File: src/rtl/quick_spi_master_if.sv
// TX/RX element stream between the register/DMA front end and quick_spi_master.
// The front end uses the master modport; the SPI engine uses the slave modport.
interface quick_spi_master_if #(
  parameter int unsigned DATA_WIDTH = 16
);
  logic [DATA_WIDTH-1:0] tx_data;
  logic                  tx_valid;
  logic                  tx_ready;
  logic [DATA_WIDTH-1:0] rx_data;
  logic                  rx_valid;

  modport master (
    output tx_data,
    output tx_valid,
    input  tx_ready,
    input  rx_data,
    input  rx_valid
  );

  modport slave (
    input  tx_data,
    input  tx_valid,
    output tx_ready,
    output rx_data,
    output rx_valid
  );
endinterface

File: src/rtl/quick_spi_master.sv
// Parametrised SPI master: all CPOL/CPHA modes, runtime divider, multi-element bursts.
// Optional LSB_FIRST_EN: shift elements LSB first instead of MSB first.
module quick_spi_master #(
  parameter int unsigned NUMBER_OF_SLAVES  = 2,
  parameter int unsigned SLAVE_INDEX_WIDTH = 1,
  parameter int unsigned DATA_WIDTH        = 16,
  parameter int unsigned CLK_DIV_WIDTH     = 8,
  parameter int unsigned BURST_WIDTH       = 8
) (
  input  logic                         clk_i,
  input  logic                         reset_i,
  input  logic                         start_i,
  input  logic [SLAVE_INDEX_WIDTH-1:0] slave_i,
  input  logic                         cpol_i,
  input  logic                         cpha_i,
  input  logic [CLK_DIV_WIDTH-1:0]     clk_div_i,
  input  logic [BURST_WIDTH-1:0]       burst_len_i,
  input  logic [7:0]                   gap_halfs_i,
  quick_spi_master_if.slave            stream,
  output logic                         busy_o,
  output logic                         mosi_o,
  input  logic                         miso_i,
  output logic                         sclk_o,
  output logic [NUMBER_OF_SLAVES-1:0]  ss_n_o
);

  localparam int unsigned BitCntW = $clog2(DATA_WIDTH) + 1;
  localparam logic [BitCntW-1:0] LastBit = BitCntW'(DATA_WIDTH - 1);
`ifdef LSB_FIRST_EN
  localparam bit LsbFirst = 1'b1;
`else
  localparam bit LsbFirst = 1'b0;
`endif

  typedef enum logic [2:0] {StIdle, StLoad, StSetup, StShift, StGap, StHold, StDone} state_e;
  state_e state_q, state_d;

  logic [SLAVE_INDEX_WIDTH-1:0] slave_q, slave_d;
  logic                         cpol_q, cpol_d, cpha_q, cpha_d;
  logic [CLK_DIV_WIDTH-1:0]     div_q, div_d, div_cnt_q, div_cnt_d;
  logic [BURST_WIDTH-1:0]       remain_q, remain_d;
  logic [7:0]                   gap_q, gap_d, gap_cnt_q, gap_cnt_d;
  logic [BitCntW-1:0]           bit_cnt_q, bit_cnt_d;
  logic [DATA_WIDTH-1:0]        tx_sr_q, tx_sr_d, rx_sr_q, rx_sr_d, rx_data_q, rx_data_d;
  logic                         rx_valid_q, rx_valid_d, sclk_q, sclk_d, mosi_q, mosi_d;
  logic [NUMBER_OF_SLAVES-1:0]  ss_n_q, ss_n_d, sel_n;

  logic                  tick, leading, last_edge, more, gap_end;
  logic [DATA_WIDTH-1:0] tx_shifted, rx_shifted;

  function automatic logic first_bit(input logic [DATA_WIDTH-1:0] v);
    return LsbFirst ? v[0] : v[DATA_WIDTH-1];
  endfunction

  assign tick       = (div_cnt_q == div_q);
  // sclk still at its idle level means the coming edge is the leading one of a bit
  assign leading    = (sclk_q == cpol_q);
  assign last_edge  = tick && !leading && (bit_cnt_q == LastBit);
  assign more       = (remain_q > BURST_WIDTH'(1));
  assign gap_end    = tick && (gap_cnt_q == gap_q - 8'd1);
  assign tx_shifted = LsbFirst ? (tx_sr_q >> 1) : (tx_sr_q << 1);
  assign rx_shifted = LsbFirst ? {miso_i, rx_sr_q[DATA_WIDTH-1:1]}
                               : {rx_sr_q[DATA_WIDTH-2:0], miso_i};

  // Out-of-range slave index selects no line
  always_comb begin
    for (int i = 0; i < NUMBER_OF_SLAVES; i++) begin
      sel_n[i] = (int'(slave_q) != i);
    end
  end

  always_ff @(posedge clk_i) begin
    if (reset_i) state_q <= StIdle;
    else         state_q <= state_d;
  end

  always_comb begin
    state_d = state_q;
    unique case (state_q)
      StIdle:  if (start_i) state_d = StLoad;
      StLoad:  if (stream.tx_valid) state_d = StSetup;
      StSetup: if (tick) state_d = StShift;
      StShift: if (last_edge) state_d = !more ? StHold : (gap_q != 8'd0) ? StGap : StLoad;
      StGap:   if (gap_end) state_d = StLoad;
      StHold:  if (tick) state_d = StDone;
      StDone:  state_d = StIdle;
      default: state_d = StIdle;
    endcase
  end

  always_comb begin
    busy_o          = (state_q != StIdle) && (state_q != StDone);
    stream.tx_ready = (state_q == StLoad) && stream.tx_valid;
    sclk_o          = (state_q == StIdle) ? cpol_i : sclk_q;
  end

  assign mosi_o          = mosi_q;
  assign ss_n_o          = ss_n_q;
  assign stream.rx_data  = rx_data_q;
  assign stream.rx_valid = rx_valid_q;

  always_comb begin
    slave_d    = slave_q;
    cpol_d     = cpol_q;
    cpha_d     = cpha_q;
    div_d      = div_q;
    remain_d   = remain_q;
    gap_d      = gap_q;
    gap_cnt_d  = gap_cnt_q;
    bit_cnt_d  = bit_cnt_q;
    tx_sr_d    = tx_sr_q;
    rx_sr_d    = rx_sr_q;
    rx_data_d  = rx_data_q;
    rx_valid_d = 1'b0;
    sclk_d     = sclk_q;
    mosi_d     = mosi_q;
    ss_n_d     = ss_n_q;
    div_cnt_d  = '0;
    if ((state_q inside {StSetup, StShift, StGap, StHold}) && !tick) begin
      div_cnt_d = div_cnt_q + CLK_DIV_WIDTH'(1);
    end
    unique case (state_q)
      StIdle: if (start_i) begin
        slave_d  = slave_i;
        cpol_d   = cpol_i;
        cpha_d   = cpha_i;
        div_d    = clk_div_i;
        remain_d = (burst_len_i == '0) ? BURST_WIDTH'(1) : burst_len_i;
        gap_d    = gap_halfs_i;
        sclk_d   = cpol_i;
      end
      StLoad: if (stream.tx_valid) begin
        tx_sr_d   = stream.tx_data;
        ss_n_d    = sel_n;
        bit_cnt_d = '0;
        gap_cnt_d = '0;
        if (!cpha_q) mosi_d = first_bit(stream.tx_data);
      end
      StShift: if (tick) begin
        sclk_d = ~sclk_q;
        if (leading) begin
          if (cpha_q) begin
            mosi_d  = first_bit(tx_sr_q);
            tx_sr_d = tx_shifted;
          end else begin
            rx_sr_d = rx_shifted;
          end
        end else begin
          bit_cnt_d = bit_cnt_q + BitCntW'(1);
          if (cpha_q) begin
            rx_sr_d = rx_shifted;
          end else begin
            tx_sr_d = tx_shifted;
            mosi_d  = first_bit(tx_shifted);
          end
        end
        if (last_edge) begin
          rx_data_d  = rx_sr_d;
          rx_valid_d = 1'b1;
          remain_d   = remain_q - BURST_WIDTH'(1);
        end
      end
      StGap: if (tick) gap_cnt_d = gap_cnt_q + 8'd1;
      StHold: if (tick) begin
        ss_n_d = '1;
        mosi_d = 1'b0;
      end
      default: ;
    endcase
  end

  always_ff @(posedge clk_i) begin
    if (reset_i) begin
      slave_q    <= '0;
      cpol_q     <= 1'b0;
      cpha_q     <= 1'b0;
      div_q      <= '0;
      div_cnt_q  <= '0;
      remain_q   <= '0;
      gap_q      <= '0;
      gap_cnt_q  <= '0;
      bit_cnt_q  <= '0;
      tx_sr_q    <= '0;
      rx_sr_q    <= '0;
      rx_data_q  <= '0;
      rx_valid_q <= 1'b0;
      sclk_q     <= 1'b0;
      mosi_q     <= 1'b0;
      ss_n_q     <= '1;
    end else begin
      slave_q    <= slave_d;
      cpol_q     <= cpol_d;
      cpha_q     <= cpha_d;
      div_q      <= div_d;
      div_cnt_q  <= div_cnt_d;
      remain_q   <= remain_d;
      gap_q      <= gap_d;
      gap_cnt_q  <= gap_cnt_d;
      bit_cnt_q  <= bit_cnt_d;
      tx_sr_q    <= tx_sr_d;
      rx_sr_q    <= rx_sr_d;
      rx_data_q  <= rx_data_d;
      rx_valid_q <= rx_valid_d;
      sclk_q     <= sclk_d;
      mosi_q     <= mosi_d;
      ss_n_q     <= ss_n_d;
    end
  end

endmodule

File: src/flat_wrapper.sv
// flat-port wrapper written by rule: the top's interface ports become plain ports
module quick_spi_master_flat 
#(
  parameter int unsigned NUMBER_OF_SLAVES  = 2,
  parameter int unsigned SLAVE_INDEX_WIDTH = 1,
  parameter int unsigned DATA_WIDTH        = 16,
  parameter int unsigned CLK_DIV_WIDTH     = 8,
  parameter int unsigned BURST_WIDTH       = 8
)
  (clk_i, reset_i, start_i, slave_i, cpol_i, cpha_i, clk_div_i, burst_len_i, gap_halfs_i, busy_o, mosi_o, miso_i, sclk_o, ss_n_o, stream_tx_data, stream_tx_valid, stream_tx_ready, stream_rx_data, stream_rx_valid);
  quick_spi_master_if #(.DATA_WIDTH(DATA_WIDTH)) stream_i ();
  input  logic clk_i;
  input  logic reset_i;
  input  logic start_i;
  input  logic [SLAVE_INDEX_WIDTH-1:0] slave_i;
  input  logic cpol_i;
  input  logic cpha_i;
  input  logic [CLK_DIV_WIDTH-1:0] clk_div_i;
  input  logic [BURST_WIDTH-1:0] burst_len_i;
  input  logic [7:0] gap_halfs_i;
  output logic busy_o;
  output logic mosi_o;
  input  logic miso_i;
  output logic sclk_o;
  output logic [NUMBER_OF_SLAVES-1:0] ss_n_o;
  input wire logic [$bits(stream_i.tx_data)-1:0] stream_tx_data;
  input wire logic [$bits(stream_i.tx_valid)-1:0] stream_tx_valid;
  output wire logic [$bits(stream_i.tx_ready)-1:0] stream_tx_ready;
  output wire logic [$bits(stream_i.rx_data)-1:0] stream_rx_data;
  output wire logic [$bits(stream_i.rx_valid)-1:0] stream_rx_valid;
  assign stream_i.tx_data = stream_tx_data;
  assign stream_i.tx_valid = stream_tx_valid;
  assign stream_tx_ready = stream_i.tx_ready;
  assign stream_rx_data = stream_i.rx_data;
  assign stream_rx_valid = stream_i.rx_valid;
  quick_spi_master #(.NUMBER_OF_SLAVES(NUMBER_OF_SLAVES), .SLAVE_INDEX_WIDTH(SLAVE_INDEX_WIDTH), .DATA_WIDTH(DATA_WIDTH), .CLK_DIV_WIDTH(CLK_DIV_WIDTH), .BURST_WIDTH(BURST_WIDTH)) u_core (.clk_i(clk_i), .reset_i(reset_i), .start_i(start_i), .slave_i(slave_i), .cpol_i(cpol_i), .cpha_i(cpha_i), .clk_div_i(clk_div_i), .burst_len_i(burst_len_i), .gap_halfs_i(gap_halfs_i), .stream(stream_i), .busy_o(busy_o), .mosi_o(mosi_o), .miso_i(miso_i), .sclk_o(sclk_o), .ss_n_o(ss_n_o));
endmodule
File: config.mk
export PLATFORM = sky130hd
export DESIGN_NAME = quick_spi_master_flat
export DESIGN_NICKNAME = d
export VERILOG_FILES = /design/src/rtl/quick_spi_master_if.sv /design/src/rtl/quick_spi_master.sv /design/src/flat_wrapper.sv
export SDC_FILE = /design/constraint.sdc
export NUM_CORES = 1
export LEC_CHECK = 0
export CORE_ASPECT_RATIO = 1.25
export CORE_UTILIZATION = 34
export DETAILED_ROUTE_END_ITERATION = 8
export GPL_TIMING_DRIVEN = 0
export PLACE_DENSITY = 0.66
export SYNTH_ARGS = -nofsm -noshare
export SYNTH_HDL_FRONTEND = slang
export SYNTH_SLANG_ARGS = --single-unit
File: constraint.sdc
create_clock -name clk_i -period 6.7 [get_ports clk_i]
set_input_delay 2.01 -clock clk_i [delete_from_list [all_inputs] [get_ports clk_i]]
set_output_delay 2.01 -clock clk_i [all_outputs]
set_load 0.01 [all_outputs]
==> results of run 1 <==
==> cells in the mapped netlist (3+ instances only) <==
master	count
nor2_1	87
a311oi_1	16
or3_1	6
nand2_1	92
clkbuf_1	24
or2_2	5
a21oi_1	41
buf_2	5
o21ai_0	19
xor2_1	15
and2_1	3
inv_1	11
o211ai_1	4
nor2b_1	5
dfxtp_1	104
mux2i_1	34
nand2b_1	4
xnor2_1	14
nor3_1	10
nand3_1	9
buf_1	3
buf_4	4
a31oi_1	5
o31ai_1	4
o2111ai_1	5
a211oi_1	20
and3_1	6
ha_1	8
==> worst max-delay path by stage <==
| stage | endpoint | slack, ps | depth (start not counted) |
|---|---|---|---|
| final | stream_tx_ready | 400 | 6 |
| after CTS | stream_tx_ready | 420 | 6 |
| after global routing | stream_tx_ready | 230 | 6 |
| after detailed placement | stream_tx_ready | 430 | 6 |
| after floorplan | stream_tx_ready | 1750 | 4 |
| after global placement | stream_tx_ready | 380 | 6 |
==> worst register-to-register path, stage by stage, from the launching register on <==
cell,delay (ps)
dfxtp_1,430
xnor2_1,150
nand4_1,320
nor2_1,570
o22ai_1,300
or3b_2,500
a21oi_1,140
==> per-layer routing <==
metal | global-route usage [%] | part of all wire, % | vias to the layer above
li1 | - | - | 2245
met1 | 21.2 | 43 | 2125
met2 | 31.4 | 50 | 108
met3 | 4.86 | 5.7 | 17
met4 | 5.11 | 1.5 | 0
met5 | 0 | 0 | -
==> stage by stage <==
step | utilization, % | worst slack (ps) | instances
floorplan | - | 1750 | 597
global placement | 41.9 | 377 | 841
detailed placement | 41.9 | 428 | 841
CTS | 44.0 | 417 | 857
global route | 44.0 | 230 | 857
finish | 44.0 | 403 | 857
==> flip-flops by register name, summed over array words and instances, names as in the netlist <==
signal	cells
u_core.stream.rx_valid	1
u_core.sclk_q	1
u_core.rx_sr_q	16
u_core.slave_q	1
u_core.cpha_q	1
u_core.remain_q	8
u_core.gap_q	8
u_core.cpol_q	1
u_core.gap_cnt_q	8
u_core.mosi_o	1
u_core.tx_sr_q	16
u_core.div_q	8
u_core.div_cnt_q	8
u_core.state_q	3
u_core.ss_n_o	2
u_core.stream.rx_data	16
u_core.bit_cnt_q	5
==> kinds of logic (layout without fill, tap and decap cells) <==
| logic type | count (synthesis) | after routing | synth area share, % |
|---|---|---|---|
| buffers and inverters | 47 | 132 | 3.99 |
| AO/OA/AOI/OAI | 129 | 129 | 17.3 |
| adder cells (fa/ha/maj) | 8 | 8 | 2.02 |
| XOR/XNOR | 31 | 31 | 5.78 |
| multiplexers | 34 | 34 | 6.87 |
| AND/OR/NAND/NOR | 244 | 244 | 22.0 |
| flip-flops | 104 | 104 | 42.0 |
==> power breakdown <==
group          internal [mW]  switching (mW)  leakage [nW]  total (mW)
Sequential             0.695          0.0695         0.844       0.764
Combinational          0.273           0.410          1.35       0.683
Clock                  0.294           0.232         0.141       0.526
Total                   1.26           0.711          2.34        1.97
==> layout make-up <==
class / count / area [µm²]
Clock inverter: 5 / 63.8
Tap cell: 175 / 219
Clock buffer: 11 / 233
Inverter: 11 / 41.3
Timing Repair Buffer: 69 / 691
Buffer: 36 / 156
Fill cell: 1360 / 7830
Sequential cell: 104 / 2080
Multi-Input combinational cell: 446 / 2680
==> run_results.csv, run 1 <==
group,metric,value,unit
placed_design,portBuffers,69,
clock_network,holdBufCountCts,0,
worst_setup_path,path_buf_inv,4,
timing,relSlewSlack,54.9,%
global_routing,grt_pass1_wl,21.1,mm
global_routing,grt_remaining_overflow,0,
yosys,synthFlopType,"dfxtp_1",
floorplanning,fp.dieW,110,µm
finish,final_area,6160,µm²
floorplanning,die-area,15100,µm²
clock_network,postCtsSetupBuffers,0,
min_path,hold_class,"reg2reg",
placed_design,hpwl,9.46,mm
timing,worstMarginPinSlew,674,ps
worst_setup_path,crit_path_frequent_cell,"clkdlybuf4s50_1",
min_path,hp-start,"u_core.slave_q$_SDFFE_PP0P_",
floorplanning,core_area,14000,µm²
yosys,yosys.area.top_type_share,42.0,%
floorplanning,io_pins,71,
yosys,yosys_warnings,0,
clock_network,cts_resized,0,
power_and_ir_drop,total_power,1.97,mW
yosys,synthArstFlopShare,0,%
power_and_ir_drop,leakage,2.34,nW
finish,num-nets-final,733,
yosys,synth_edf_count,0,
yosys,ys_seq_area_share,42.0,%
clock_network,cts_buffer_depth,2,
worst_setup_path,rrSetupSlack,4230,ps
timing,finalHoldViolations,0,
timing,finalSetupTns,0,ps
route,via_per_inst,5.25,
finish,final_common_cell,"dfxtp_1",
worst_setup_path,critPathLaunchType,"input port",
route,drc_errors,0,
global_routing,antenna_found_initial,0,
timing,finalCritPeriodShare,94.0,%
floorplanning,num_rows,48,
route,post_drt_wl_per_cell,14.9,µm
clock_network,cts_sinks,104,
power_and_ir_drop,p_per_area,320,nW/µm²
power_and_ir_drop,vdd_drop_max,0.000133,V
finish,layout-drive-gt1-share,5.43,%
finish,final_cell_mix,"dfxtp_1, nand2_1, nor2_1",
timing,max_freq,159,MHz
finish,syn_to_final_growth,24.3,%
yosys,ys_types,54,
worst_setup_path,r2r_start,"u_core.div_cnt_q[0]$_SDFF_PP0_",
clock_network,clk_pin_slew,70,ps
run_status,outcome,"complete, no violations",
worst_setup_path,crit_family,"buffers and inverters",
min_path,min_to,"u_core.slave_q$_SDFFE_PP0P_",
timing,fin_crit,6300,ps
clock_network,cts_made_buffers,9,
route,vias,4495,
min_path,hold_depth,2,
worst_setup_path,required,4690,ps
route,antenna_left,0,
worst_setup_path,worst_path_max_delay_cell,"clkdlybuf4s50_1",
clock_network,insertion_delay,340,ps
timing,whs,474,ps
worst_setup_path,critPathArrivalTime,4290,ps
placed_design,gp_congestion,0.871,
floorplanning,initial_utilization,35.4,%
clock_network,cts-root-buf,"clkbuf_16",
yosys,synth.avg_cell_area,8.30,µm²
worst_setup_path,crit_start,"stream_tx_valid",
global_routing,grt_use_total,17.9,%
yosys,synth.area.top_cells,"dfxtp_1, nand2_1, mux2i_1, nor2_1, a21oi_1",
global_routing,grt_max_degree,18,
timing,rsz0062_at_grt,"no",
timing,fin_skew,8.31,ps
worst_setup_path,max_stage_delay,630,ps
yosys,synth_top_cell_by_area,"dfxtp_1",
worst_setup_path,worstSetupPathType,"in2out",
clock_network,htreeDepth,3,
timing,setup_violations,0,
worst_setup_path,ff2ff_path_depth,6,
worst_setup_path,r2r_end,"u_core.state_q[1]$_SDFFE_PP0P_",
timing,slew_violations,0,
run,cap_violations,0,
yosys,synthCells,597,
global_routing,grt_pass1_vias,4398,
route,routed_wl,12.7,mm
worst_setup_path,end_kind,"primary output",
yosys,syn_nets,653,
worst_setup_path,worst-path-max-fanout,10,
finish,antenna_cells,0,
worst_setup_path,path_cells,"clkdlybuf4s50_1, nor2b_1, and3_1, clkbuf_1, buf_1, clkdlybuf4s50_1",
route,dr.first_iter.drc_count,219,
placed_design,placed_area,5860,µm²
yosys,synth_seq_cells,104,
route,first_pass_iters,5,
floorplanning,dieHeight,137,µm
clock_network,cts_tree,"done",
yosys,synthesis.area,4950,µm²
Note: power is estimated with default switching activity, not from simulation.
==> run 2: changes to the inputs <==
- CORE_MARGIN: default -> 2
==> run_results.csv, run 2 (same netlist as run 1, synthesis figures left out) <==
group,metric,value,unit
clock_network,cts_tree,"done",
finish,syn_to_final_growth,24.1,%
global_routing,grt_remaining_overflow,0,
worst_setup_path,worstSetupPathType,"in2out",
clock_network,cts_resized,0,
worst_setup_path,crit_family,"buffers and inverters",
timing,worstMarginPinSlew,715,ps
min_path,min_to,"u_core.div_q[0]$_SDFFE_PP0P_",
placed_design,gp_congestion,0.862,
timing,fin_crit,6390,ps
worst_setup_path,worst_path_max_delay_cell,"clkdlybuf4s50_1",
floorplanning,core_area,14300,µm²
route,via_per_inst,5.28,
power_and_ir_drop,p_per_area,317,nW/µm²
placed_design,dp_cells,844,
finish,final_cells,860,
clock_network,cts_sinks,104,
clock_network,clk_pin_slew,70,ps
clock_network,cts_buffer_depth,2,
floorplanning,io_pins,71,
timing,relSlewSlack,52.1,%
min_path,hold_class,"reg2reg",
min_path,hold_depth,2,
worst_setup_path,ff2ff_path_depth,7,
clock_network,cts_made_buffers,9,
worst_setup_path,path_cells,"clkdlybuf4s50_1, nor2b_1, and3_1, clkbuf_1, buf_1, clkdlybuf4s50_1",
power_and_ir_drop,vdd_drop_max,0.000159,V
global_routing,grt_pass1_vias,4509,
timing,setup_violations,0,
clock_network,postCtsSetupBuffers,0,
clock_network,holdBufCountCts,0,
worst_setup_path,worst-path-max-fanout,10,
clock_network,cts-root-buf,"clkbuf_16",
floorplanning,die-area,15600,µm²
power_and_ir_drop,leakage,2.33,nW
placed_design,portBuffers,69,
placed_design,place_worst_setup_slack,369,ps
clock_network,insertion_delay,350,ps
worst_setup_path,required,4690,ps
timing,finalCritPeriodShare,95.4,%
global_routing,grt_use_total,16.6,%
global_routing,antenna_found_initial,0,
route,post_drt_wl_per_cell,15.2,µm
timing,timing.final.ws_setup,306,ps
route,routed_wl,13.0,mm
placed_design,hpwl,9.71,mm
finish,final_common_cell,"dfxtp_1",
clock_network,htreeDepth,3,
route,antenna_left,0,
finish,antenna_cells,0,
timing,fin_skew,11.7,ps
route,vias,4545,
route,dr.first_iter.drc_count,229,
floorplanning,initial_utilization,34.5,%
global_routing,grt_pass1_wl,21.4,mm
timing,rsz0062_at_grt,"no",
timing,finalSetupTns,0,ps
worst_setup_path,path_buf_inv,4,
route,drc_errors,0,
finish,final_cell_mix,"dfxtp_1, nand2_1, nor2_1",
finish,num-nets-final,733,
worst_setup_path,crit_path_frequent_cell,"clkdlybuf4s50_1",
global_routing,grt_max_degree,19,
floorplanning,fp.dieW,112,µm
worst_setup_path,r2r_start,"u_core.div_cnt_q[0]$_SDFF_PP0_",
finish,layout-drive-gt1-share,5.57,%
floorplanning,dieHeight,139,µm
worst_setup_path,end_kind,"primary output",
floorplanning,num_rows,49,
timing,max_freq,156,MHz
run_status,outcome,"complete, no violations",
worst_setup_path,max_stage_delay,630,ps
route,first_pass_iters,5,
min_path,hp-start,"u_core.div_q[0]$_SDFFE_PP0P_",
worst_setup_path,critPathLaunchType,"input port",
timing,finalHoldViolations,0,
worst_setup_path,rrSetupSlack,4200,ps
worst_setup_path,r2r_end,"u_core.rx_sr_q[12]$_SDFFE_PP0P_",
run,cap_violations,0,
worst_setup_path,critPathArrivalTime,4380,ps
timing,slew_violations,0,
-- run 2: through the flow --
stage | util [%] | area [µm²] | hold slack [ps] | total power, mW
finish | 42.8 | 6150 | 469 | 1.95
global route | 42.8 | 6150 | 491 | 2.07
CTS | 42.8 | 6150 | 473 | 1.96
detailed placement | 40.9 | 5870 | 463 | 1.45
global placement | 40.9 | 5870 | 459 | 1.43
floorplan | - | 4950 | 449 | 1.25
-- run 2: how the worst max path moves through the flow --
stage | slack [ps] | from | cells after the start | end
final | 310 | stream_tx_valid | 6 | stream_tx_ready
after global routing | 200 | stream_tx_valid | 6 | stream_tx_ready
after CTS | 340 | stream_tx_valid | 6 | stream_tx_ready
after detailed placement | 370 | stream_tx_valid | 6 | stream_tx_ready
after global placement | 360 | stream_tx_valid | 6 | stream_tx_ready
after floorplan | 1750 | stream_tx_valid | 4 | stream_tx_ready
-- run 2: layer usage --
layer	track usage, %	up-vias	wire (µm)
li1	-	2244	-
met2	29.4	124	6660
met5	0	-	0
met1	20.5	2163	5560
met3	3.32	14	627
met4	4.69	0	202
-- run 2: final cells by class --
class	count	area, µm²
Tap cell	178	223
Sequential cell	104	2080
Fill cell	1470	8200
Clock inverter	6	50.0
Multi-Input combinational cell	446	2680
Timing Repair Buffer	69	691
Buffer	36	156
Inverter	11	41.3
Clock buffer	10	229
-- run 2: worst register-to-register path, delay by kind of cell, from the launching register on --
family | cells | cell delay (ps)
multiplexers | 1 | 170
AND/OR/NAND/NOR | 4 | 1330
buffers and inverters | 1 | 290
XOR/XNOR | 1 | 150
flip-flops | 1 | 430
-- run 2: power breakdown --
group          total (mW)  switching (mW)  internal, mW
combinational       0.683           0.409         0.273
sequential          0.763          0.0690         0.694
clock               0.505           0.246         0.258
